`src/rtl/mem_arbiter_if.sv`:
```
// Bus bundle for mem_arbiter: instruction fetch port, data port and the
// shared downstream memory port. The slave modport is the arbiter's view.
interface mem_arbiter_if #(
  parameter int unsigned AW = 16
);
  logic [15:0]   i_addr;
  logic          i_oe;
  logic [31:0]   i_rdata;
  logic          i_ready;
  logic [31:0]   d_addr;
  logic          d_oe;
  logic [3:0]    d_we;
  logic [31:0]   d_wdata;
  logic [31:0]   d_rdata;
  logic          d_ready;
  logic          m_valid;
  logic          m_ready;
  logic [AW-1:0] m_addr;
  logic [3:0]    m_we;
  logic [31:0]   m_wdata;
  logic          m_rvalid;
  logic [31:0]   m_rdata;

  modport slave (
    input  i_addr, i_oe, d_addr, d_oe, d_we, d_wdata, m_ready, m_rvalid, m_rdata,
    output i_rdata, i_ready, d_rdata, d_ready, m_valid, m_addr, m_we, m_wdata
  );

  modport master (
    output i_addr, i_oe, d_addr, d_oe, d_we, d_wdata, m_ready, m_rvalid, m_rdata,
    input  i_rdata, i_ready, d_rdata, d_ready, m_valid, m_addr, m_we, m_wdata
  );
endinterface

```
`src/rtl/mem_arbiter.sv`:
```
// I/D arbiter onto one single-port memory with a posted write buffer.
// Define MEM_ARB_RR_EN for round-robin between I-reads and the D side.
module mem_arbiter #(
  parameter int unsigned AW         = 16,
  parameter int unsigned WBUF_DEPTH = 4
) (
  input  logic          clk,
  input  logic          rst_n,
  mem_arbiter_if.slave  bus
);
  localparam int unsigned PW = $clog2(WBUF_DEPTH);
  localparam logic [PW:0] FULL_CNT = (PW+1)'(WBUF_DEPTH);

  localparam logic [1:0] IDLE = 2'd0;
  localparam logic [1:0] IRD  = 2'd1;
  localparam logic [1:0] DRD  = 2'd2;
  localparam logic [1:0] WR   = 2'd3;

  logic [1:0]    state;
  logic          i_pend, d_pend;
  logic [AW-1:0] i_addr_q, d_addr_q;
  logic [3:0]    d_we_q;
  logic [31:0]   d_wdata_q;
  logic          m_valid_q;
  logic [AW-1:0] m_addr_q;
  logic [3:0]    m_we_q;
  logic [31:0]   m_wdata_q, i_rdata_q, d_rdata_q;

  logic [AW-1:0] wb_addr [WBUF_DEPTH];
  logic [3:0]    wb_we   [WBUF_DEPTH];
  logic [31:0]   wb_data [WBUF_DEPTH];
  logic [PW-1:0] wb_rd, wb_wr;
  logic [PW:0]   wb_cnt;

`ifdef MEM_ARB_RR_EN
  logic          rr_i_next;
`endif

  logic          wb_empty, wb_full, i_acc, d_acc, d_st_now, d_ld_now, st_pend, ld_pend;
  logic          push, pop, rd_done, i_want, cand_drd, cand_wr, pick_i;
  logic          gnt_i, gnt_drd, gnt_wr;
  logic [AW-1:0] push_addr, i_cur_addr, d_cur_addr;
  logic [3:0]    push_we;
  logic [31:0]   push_data;

  // Upper address bits are dropped on purpose; this sink keeps them accounted for.
  logic unused_addr_bits;
  assign unused_addr_bits = ^{bus.d_addr, bus.i_addr};

  always_comb begin
    wb_empty   = (wb_cnt == '0);
    wb_full    = (wb_cnt == FULL_CNT);
    i_acc      = bus.i_oe && !i_pend;
    d_acc      = bus.d_oe && !d_pend;
    d_st_now   = d_acc && (bus.d_we != 4'b0000);
    d_ld_now   = d_acc && (bus.d_we == 4'b0000);
    st_pend    = d_pend && (d_we_q != 4'b0000);
    ld_pend    = d_pend && (d_we_q == 4'b0000);
    push       = (d_st_now || st_pend) && !wb_full;
    push_addr  = st_pend ? d_addr_q  : AW'(bus.d_addr);
    push_we    = st_pend ? d_we_q    : bus.d_we;
    push_data  = st_pend ? d_wdata_q : bus.d_wdata;
    pop        = (state == WR) && m_valid_q && bus.m_ready;
    rd_done    = !m_valid_q && bus.m_rvalid;
    // Requests arriving this cycle compete too, so a load can issue next cycle.
    i_want     = i_pend || i_acc;
    i_cur_addr = i_pend ? i_addr_q : AW'(bus.i_addr);
    d_cur_addr = d_pend ? d_addr_q : AW'(bus.d_addr);
    cand_drd   = (ld_pend || d_ld_now) && wb_empty;
    cand_wr    = !wb_empty;
`ifdef MEM_ARB_RR_EN
    pick_i     = i_want && (rr_i_next || !(cand_drd || cand_wr));
`else
    pick_i     = i_want && !(cand_drd || cand_wr);
`endif
    gnt_i      = (state == IDLE) && pick_i;
    gnt_drd    = (state == IDLE) && !pick_i && cand_drd;
    gnt_wr     = (state == IDLE) && !pick_i && cand_wr;
  end

  always_ff @(posedge clk or negedge rst_n) begin
    if (!rst_n) begin
      wb_rd  <= '0;
      wb_wr  <= '0;
      wb_cnt <= '0;
      for (int unsigned k = 0; k < WBUF_DEPTH; k++) begin
        wb_addr[PW'(k)] <= '0;
        wb_we[PW'(k)]   <= '0;
        wb_data[PW'(k)] <= '0;
      end
    end else begin
      if (push) begin
        wb_addr[wb_wr] <= push_addr;
        wb_we[wb_wr]   <= push_we;
        wb_data[wb_wr] <= push_data;
        wb_wr          <= wb_wr + 1'b1;
      end
      if (pop) wb_rd <= wb_rd + 1'b1;
      if (push && !pop)      wb_cnt <= wb_cnt + 1'b1;
      else if (!push && pop) wb_cnt <= wb_cnt - 1'b1;
    end
  end

  always_ff @(posedge clk or negedge rst_n) begin
    if (!rst_n) begin
      state     <= IDLE;
      i_pend    <= 1'b0;
      d_pend    <= 1'b0;
      i_addr_q  <= '0;
      d_addr_q  <= '0;
      d_we_q    <= '0;
      d_wdata_q <= '0;
      m_valid_q <= 1'b0;
      m_addr_q  <= '0;
      m_we_q    <= '0;
      m_wdata_q <= '0;
      i_rdata_q <= '0;
      d_rdata_q <= '0;
    end else begin
      if (i_acc) begin
        i_pend   <= 1'b1;
        i_addr_q <= AW'(bus.i_addr);
      end
      if (state == IRD && rd_done) begin
        i_pend    <= 1'b0;
        i_rdata_q <= bus.m_rdata;
      end

      if (d_acc) begin
        d_addr_q  <= AW'(bus.d_addr);
        d_we_q    <= bus.d_we;
        d_wdata_q <= bus.d_wdata;
      end
      if (d_ld_now || (d_st_now && wb_full)) d_pend <= 1'b1;
      else if (st_pend && !wb_full)           d_pend <= 1'b0;
      else if (state == DRD && rd_done)       d_pend <= 1'b0;
      if (state == DRD && rd_done) d_rdata_q <= bus.m_rdata;

      case (state)
        IDLE: begin
          if (gnt_drd) begin
            state     <= DRD;
            m_valid_q <= 1'b1;
            m_addr_q  <= d_cur_addr;
            m_we_q    <= 4'b0000;
            m_wdata_q <= '0;
          end else if (gnt_wr) begin
            state     <= WR;
            m_valid_q <= 1'b1;
            m_addr_q  <= wb_addr[wb_rd];
            m_we_q    <= wb_we[wb_rd];
            m_wdata_q <= wb_data[wb_rd];
          end else if (gnt_i) begin
            state     <= IRD;
            m_valid_q <= 1'b1;
            m_addr_q  <= i_cur_addr;
            m_we_q    <= 4'b0000;
            m_wdata_q <= '0;
          end
        end
        WR: begin
          if (bus.m_ready) begin
            m_valid_q <= 1'b0;
            state     <= IDLE;
          end
        end
        default: begin
          if (m_valid_q) begin
            if (bus.m_ready) m_valid_q <= 1'b0;
          end else if (bus.m_rvalid) begin
            state <= IDLE;
          end
        end
      endcase
    end
  end

`ifdef MEM_ARB_RR_EN
  always_ff @(posedge clk or negedge rst_n) begin
    if (!rst_n)                  rr_i_next <= 1'b0;
    else if (gnt_i)              rr_i_next <= 1'b0;
    else if (gnt_drd || gnt_wr)  rr_i_next <= 1'b1;
  end
`endif

  assign bus.i_ready = !i_pend;
  assign bus.d_ready = !d_pend;
  assign bus.i_rdata = i_rdata_q;
  assign bus.d_rdata = d_rdata_q;
  assign bus.m_valid = m_valid_q;
  assign bus.m_addr  = m_addr_q;
  assign bus.m_we    = m_we_q;
  assign bus.m_wdata = m_wdata_q;
endmodule

```
`src/flat_wrapper.sv`:
```
// flat-port wrapper written by rule: the top's interface ports become plain ports
module mem_arbiter_flat 
#(
  parameter int unsigned AW         = 16,
  parameter int unsigned WBUF_DEPTH = 4
)
  (clk, rst_n, bus_i_addr, bus_i_oe, bus_d_addr, bus_d_oe, bus_d_we, bus_d_wdata, bus_m_ready, bus_m_rvalid, bus_m_rdata, bus_i_rdata, bus_i_ready, bus_d_rdata, bus_d_ready, bus_m_valid, bus_m_addr, bus_m_we, bus_m_wdata);
  mem_arbiter_if #(.AW(AW)) bus_i ();
  input  logic clk;
  input  logic rst_n;
  input wire logic [$bits(bus_i.i_addr)-1:0] bus_i_addr;
  input wire logic [$bits(bus_i.i_oe)-1:0] bus_i_oe;
  input wire logic [$bits(bus_i.d_addr)-1:0] bus_d_addr;
  input wire logic [$bits(bus_i.d_oe)-1:0] bus_d_oe;
  input wire logic [$bits(bus_i.d_we)-1:0] bus_d_we;
  input wire logic [$bits(bus_i.d_wdata)-1:0] bus_d_wdata;
  input wire logic [$bits(bus_i.m_ready)-1:0] bus_m_ready;
  input wire logic [$bits(bus_i.m_rvalid)-1:0] bus_m_rvalid;
  input wire logic [$bits(bus_i.m_rdata)-1:0] bus_m_rdata;
  output wire logic [$bits(bus_i.i_rdata)-1:0] bus_i_rdata;
  output wire logic [$bits(bus_i.i_ready)-1:0] bus_i_ready;
  output wire logic [$bits(bus_i.d_rdata)-1:0] bus_d_rdata;
  output wire logic [$bits(bus_i.d_ready)-1:0] bus_d_ready;
  output wire logic [$bits(bus_i.m_valid)-1:0] bus_m_valid;
  output wire logic [$bits(bus_i.m_addr)-1:0] bus_m_addr;
  output wire logic [$bits(bus_i.m_we)-1:0] bus_m_we;
  output wire logic [$bits(bus_i.m_wdata)-1:0] bus_m_wdata;
  assign bus_i.i_addr = bus_i_addr;
  assign bus_i.i_oe = bus_i_oe;
  assign bus_i.d_addr = bus_d_addr;
  assign bus_i.d_oe = bus_d_oe;
  assign bus_i.d_we = bus_d_we;
  assign bus_i.d_wdata = bus_d_wdata;
  assign bus_i.m_ready = bus_m_ready;
  assign bus_i.m_rvalid = bus_m_rvalid;
  assign bus_i.m_rdata = bus_m_rdata;
  assign bus_i_rdata = bus_i.i_rdata;
  assign bus_i_ready = bus_i.i_ready;
  assign bus_d_rdata = bus_i.d_rdata;
  assign bus_d_ready = bus_i.d_ready;
  assign bus_m_valid = bus_i.m_valid;
  assign bus_m_addr = bus_i.m_addr;
  assign bus_m_we = bus_i.m_we;
  assign bus_m_wdata = bus_i.m_wdata;
  mem_arbiter #(.AW(AW), .WBUF_DEPTH(WBUF_DEPTH)) u_core (.clk(clk), .rst_n(rst_n), .bus(bus_i));
endmodule
```
`config.mk`:
```
export PLATFORM = sky130hd
export DESIGN_NAME = mem_arbiter_flat
export DESIGN_NICKNAME = d
export VERILOG_FILES = /design/src/rtl/mem_arbiter_if.sv /design/src/rtl/mem_arbiter.sv /design/src/flat_wrapper.sv
export SDC_FILE = /design/constraint.sdc
export NUM_CORES = 1
export LEC_CHECK = 0
export ABC_CLOCK_PERIOD_IN_PS = 3300
export CAP_MARGIN = 40
export CORE_UTILIZATION = 24
export CTS_BUF_LIST = sky130_fd_sc_hd__clkbuf_16
export CTS_CLUSTER_SIZE = 12
export DETAILED_ROUTE_END_ITERATION = 12
export PLACE_DENSITY_LB_ADDON = 0.25
export SYNTH_ARGS = -nofsm -noshare
export SYNTH_HDL_FRONTEND = slang
export SYNTH_SLANG_ARGS = --single-unit
```
`constraint.sdc`:
```
create_clock -name clk -period 3.3 [get_ports clk]
set_input_delay 0.99 -clock clk [delete_from_list [all_inputs] [get_ports clk]]
set_output_delay 0.99 -clock clk [all_outputs]
set_load 0.05 [all_outputs]
```
==> flow_results.org <==
** Final layout
- After filler insertion, the fill cell instance count of the layout stands at 7276.
- Post-Route Utilization :: 31.4%
- Final standard cell area without fillers :: 0.0224 sq mm
- Compared with the post-synthesis result, the final layout area differs by 29.5%.
- Final-stage net count :: 1841
- Of the cells placed in the final design, the portion with a size suffix greater than 1 is 16.1%.

** Die
- 241 I/O pins were placed.
- The die covers 0.0732 sq mm.
- Measured along the x axis, the die boundary spans 270 microns.
- The total area inside the core boundary comes to 0.0714 sq mm.
- Vertical die dimension :: 270 microns
- Once the floorplan was initialized, standard cells occupied 24.2% of the core.
- The floorplan has 98 rows.

** Clock network
- For this design, the sink count on the clock tree is 404.
- Htree depth :: 2
- TritonCTS clock tree :: yes
- The number of setup buffers added after CTS is 0.
- TritonCTS created 48 clock buffers.
- Post-CTS Resized :: 0
- Clock input transition at the sequential cells of the worst setup and hold paths :: 0.06 ns
- In this run the clock root is driven by a sky130_fd_sc_hd__clkbuf_16.
- Clk_lat worst skew :: 0.59 ns
- For this design, the CTS-stage hold fixing added 0 buffers.
- Clock tree buffer depth :: 3

** Route
- Dividing the detail-routed wire length by the instance count gives 17.8 microns.
- In this run the remaining antenna-violating nets after routing total 0.
- Total wire length after detailed routing :: 48100 microns
- After detailed routing, the number of vias per cell comes to 4.39.
- Number of search-and-repair iterations in the first detailed-routing pass :: 6
- Detailed routing inserted a total of 11861 vias.
- Number of DRC markers after the initial detailed-route iteration :: 644
- Final routed DRC violation total :: 0

** Logic synthesis
- Yosys warns :: 0
- Syn_nets :: 1613
- Of the synthesized area, sequential elements account for 58.4%.
- Number of enable flip-flop cells after synthesis :: 0
- Cell area after technology mapping :: 0.0173 sq mm
- Distinct cell type count of the synthesized netlist :: 47
- Async set or reset register ratio after synthesis :: 100%
- Counting every instance in the synthesized netlist gives 1481.
- The most used flip-flop cell after synthesis is sky130_fd_sc_hd__dfrtp_1.
- The average instance in the mapped netlist occupies 11.7 sq um.
- Counting flops and latches in the post-synthesis netlist gives 404.

** Pwr
- The clock network is responsible for 20.0% of the overall power.
- Cell internal power was estimated by the tool at 0.0143 W.
- Combinational cells account for 44.5% of the total power.
- Switching power :: 0.00977 W
- IR drop worst, VDD :: 0.596 mV
- Power spread over the standard cell area amounts to 1080 mW/mm^2.
- Per report_power, the sequential group accounts for 35.4% of the total.
- Leakage power :: 10.1 nW
- Power comes to 0.0241 W.
- Net switching is 40.5% of the power.

** Global route
- First-pass GRT wire length :: 76200 microns
- The via count of the first global-routing pass came to 12570.
- Pin count of the biggest net entering global routing :: 76
- Global routing finished with a remaining overflow of 0.
- Tot GR Track Use :: 13.4%
- The initial antenna violation count was 2.

** Timing
- Between clock sinks in the finished design, the worst skew comes to 0.0287 ns.
- Worst-case headroom to the max-slew limit :: 41.1%
- Setup repair after global routing left no endpoint under its margin.
- Setup TNS :: 0 ns
- Time the final worst path needs with I/O delays and setup :: 2.90 ns
- The final-report max-slew violation count was 0.
- Final count of hold timing violations :: 0
- Transition time of the tightest slew-check pin :: 0.884 ns
- Timing would allow up to 345 MHz.
- Of the available clock period, the critical path in the final layout requires 87.9%.
- Setup violations remaining at the end of the flow were counted as 0.

** Critical path
- Cell-by-cell listing of the critical path :: clkdlybuf4s50_1
- CP max-delay cell :: sky130_fd_sc_hd__clkdlybuf4s50_1
- Arrival time at the worst endpoint :: 1.91 ns
- Worst-path fanout max :: 6
- STA puts the critical path data required time at 2.31 ns.
- The critical path is of the reg -> out type.
- Startpoint of the worst-slack reg-to-reg timing path :: u_core.d_pend$_DFFE_PN0P_
- Max stage delay on crit path :: 0.90 ns
- Setup slack on the worst flop-to-flop path :: 0.90 ns
- Bufs and invs on worst path :: 1
- STA classifies the critical path startpoint as a flop.
- Measured in cells, the most critical reg-to-reg path has a length of 10.
- Crit-path leading delay family :: buffers and inverters
- STA classifies the critical path endpoint as an output port.
- End of the worst register-to-register path :: u_core.wb_cnt[2]$_DFFE_PN0P_

** Place
- Placed instance area :: 0.0210 sq mm
- Input and output buffers added on the ports amount to 224.
- At the end of routability-driven placement, the weighted congestion stood at 0.741.
- DP Wirelength :: 30800 microns

** Outcome
- Run status :: complete, no violations

** Flow run
- Max Cap Violations :: 0

** Worst hold path
- HP Class :: in -> async
power by group through the flow:
stage               Sequential, W  Clock [W]  Combinational (W)
floorplan                  0.0105          0            0.00525
finish                    0.00854    0.00483             0.0107
global placement          0.00851          0             0.0108
CTS                       0.00857    0.00505             0.0110
detailed placement        0.00864          0             0.0110
global route              0.00884    0.00523             0.0117
state kept, by name (all words and copies together), names as in the netlist:
signal	cells
u_core.bus.d_rdata	32
u_core.bus.i_rdata	32
u_core.bus.m_addr	16
u_core.bus.m_valid	1
u_core.bus.m_wdata	32
u_core.bus.m_we	4
u_core.d_addr_q	16
u_core.d_pend	1
u_core.d_wdata_q	32
u_core.d_we_q	4
u_core.i_addr_q	16
u_core.i_pend	1
u_core.state	2
u_core.wb_addr	64
u_core.wb_cnt	3
u_core.wb_data	128
u_core.wb_rd	2
u_core.wb_we	16
u_core.wb_wr	2
cells in the final DEF (no fill, tap or decap), drive strengths merged, types with 2 or more instances in the layout:
master	n
mux2	88
xnor2	4
nand3	7
o21ai	221
diode	3
o211ai	8
a22oi	4
clkdlybuf4s50	222
buf	60
nor4	3
o31ai	4
dfrtp	404
nand2	387
o22a	9
nor2b	5
a211oi	9
mux2i	72
a22o	37
a21oi	5
xor2	2
inv	23
nor2	21
and2	2
clkinv	21
a31oi	7
clkbuf	48
ha	9
mux4	52
o22ai	2
worst max path at each step:
stage	from	end	slack, ns	cells after the start
floorplan	bus_d_oe	u_core.wb_cnt[2]$_DFFE_PN0P_	0.50	10
global placement	bus_d_we[1]	u_core.wb_cnt[2]$_DFFE_PN0P_	-0.01	11
detailed placement	bus_d_we[0]	u_core.wb_cnt[2]$_DFFE_PN0P_	0.03	11
CTS	u_core.bus.m_valid$_DFFE_PN0P_	bus_m_valid	0.31	1
global route	u_core.bus.m_valid$_DFFE_PN0P_	bus_m_valid	0.26	1
finish	u_core.bus.m_valid$_DFFE_PN0P_	bus_m_valid	0.40	1
Yosys cell counts (all sizes together) (2+ instances only):
cell    instances  share of area [%]
nor2b           5               0.18
clkbuf         40               0.95
a31oi           7               0.25
mux2i          72                4.2
nand3           7               0.35
a211oi          9               0.45
inv             7               0.15
xor2            2               0.10
a22o           37                1.9
xnor2           4               0.20
nor4            3               0.23
mux4           52                6.8
nor2           21               0.46
and2            2              0.072
a22oi           4               0.17
o22a            9               0.46
o22ai           2              0.072
a21oi           5               0.14
o21ai         221                6.5
buf            64                2.2
mux2           88                5.7
o211ai          8               0.35
nand2         387                8.4
dfrtp         404                 58
o31ai           4               0.20
ha              9               0.65
cell families after synthesis:
| kind of cell | Yosys count | synth area share, % |
|---|---|---|
| flops | 404 | 58.4 |
| fa+ha+maj | 10 | 0.767 |
| xor+xnor | 6 | 0.304 |
| mux | 212 | 16.7 |
| simple gates | 429 | 9.85 |
| compound gates | 309 | 10.6 |
| buf+inv | 111 | 3.35 |
metal layers:
layer  up-vias  routed length [microns]  part of all wire (%)  track usage, %
li1       5616                        -                     -               -
met4         2                      974                   2.0            4.00
met1      5940                    21700                    45            17.4
met3        71                     2070                   4.3            2.85
met2       232                    23300                    48            22.1
met5         -                       13                 0.027               0
metrics by stage:
stage	hold WS (ns)	cells	setup WS, ns
after detailed placement	0.461	2609	0.0334
after floorplan	0.444	1481	0.501
after global placement	0.456	2607	-0.0120
after global routing	0.445	2697	0.261
after CTS	0.424	2696	0.309
final	0.419	2699	0.399
area by class of cell:
type	instances	area, sq um	share of cell area [%]
Timing Repair Buffer	282	2950	13.2
Sequential cell	404	10100	45.2
Clock buffer	48	1200	5.36
Multi-Input combinational cell	966	6690	29.9
Tap cell	950	1190	5.31
Inverter	7	26.3	0.117
Antenna cell	3	7.51	0.0335
Clock inverter	39	219	0.977
Power figures use the tool's default switching activity.
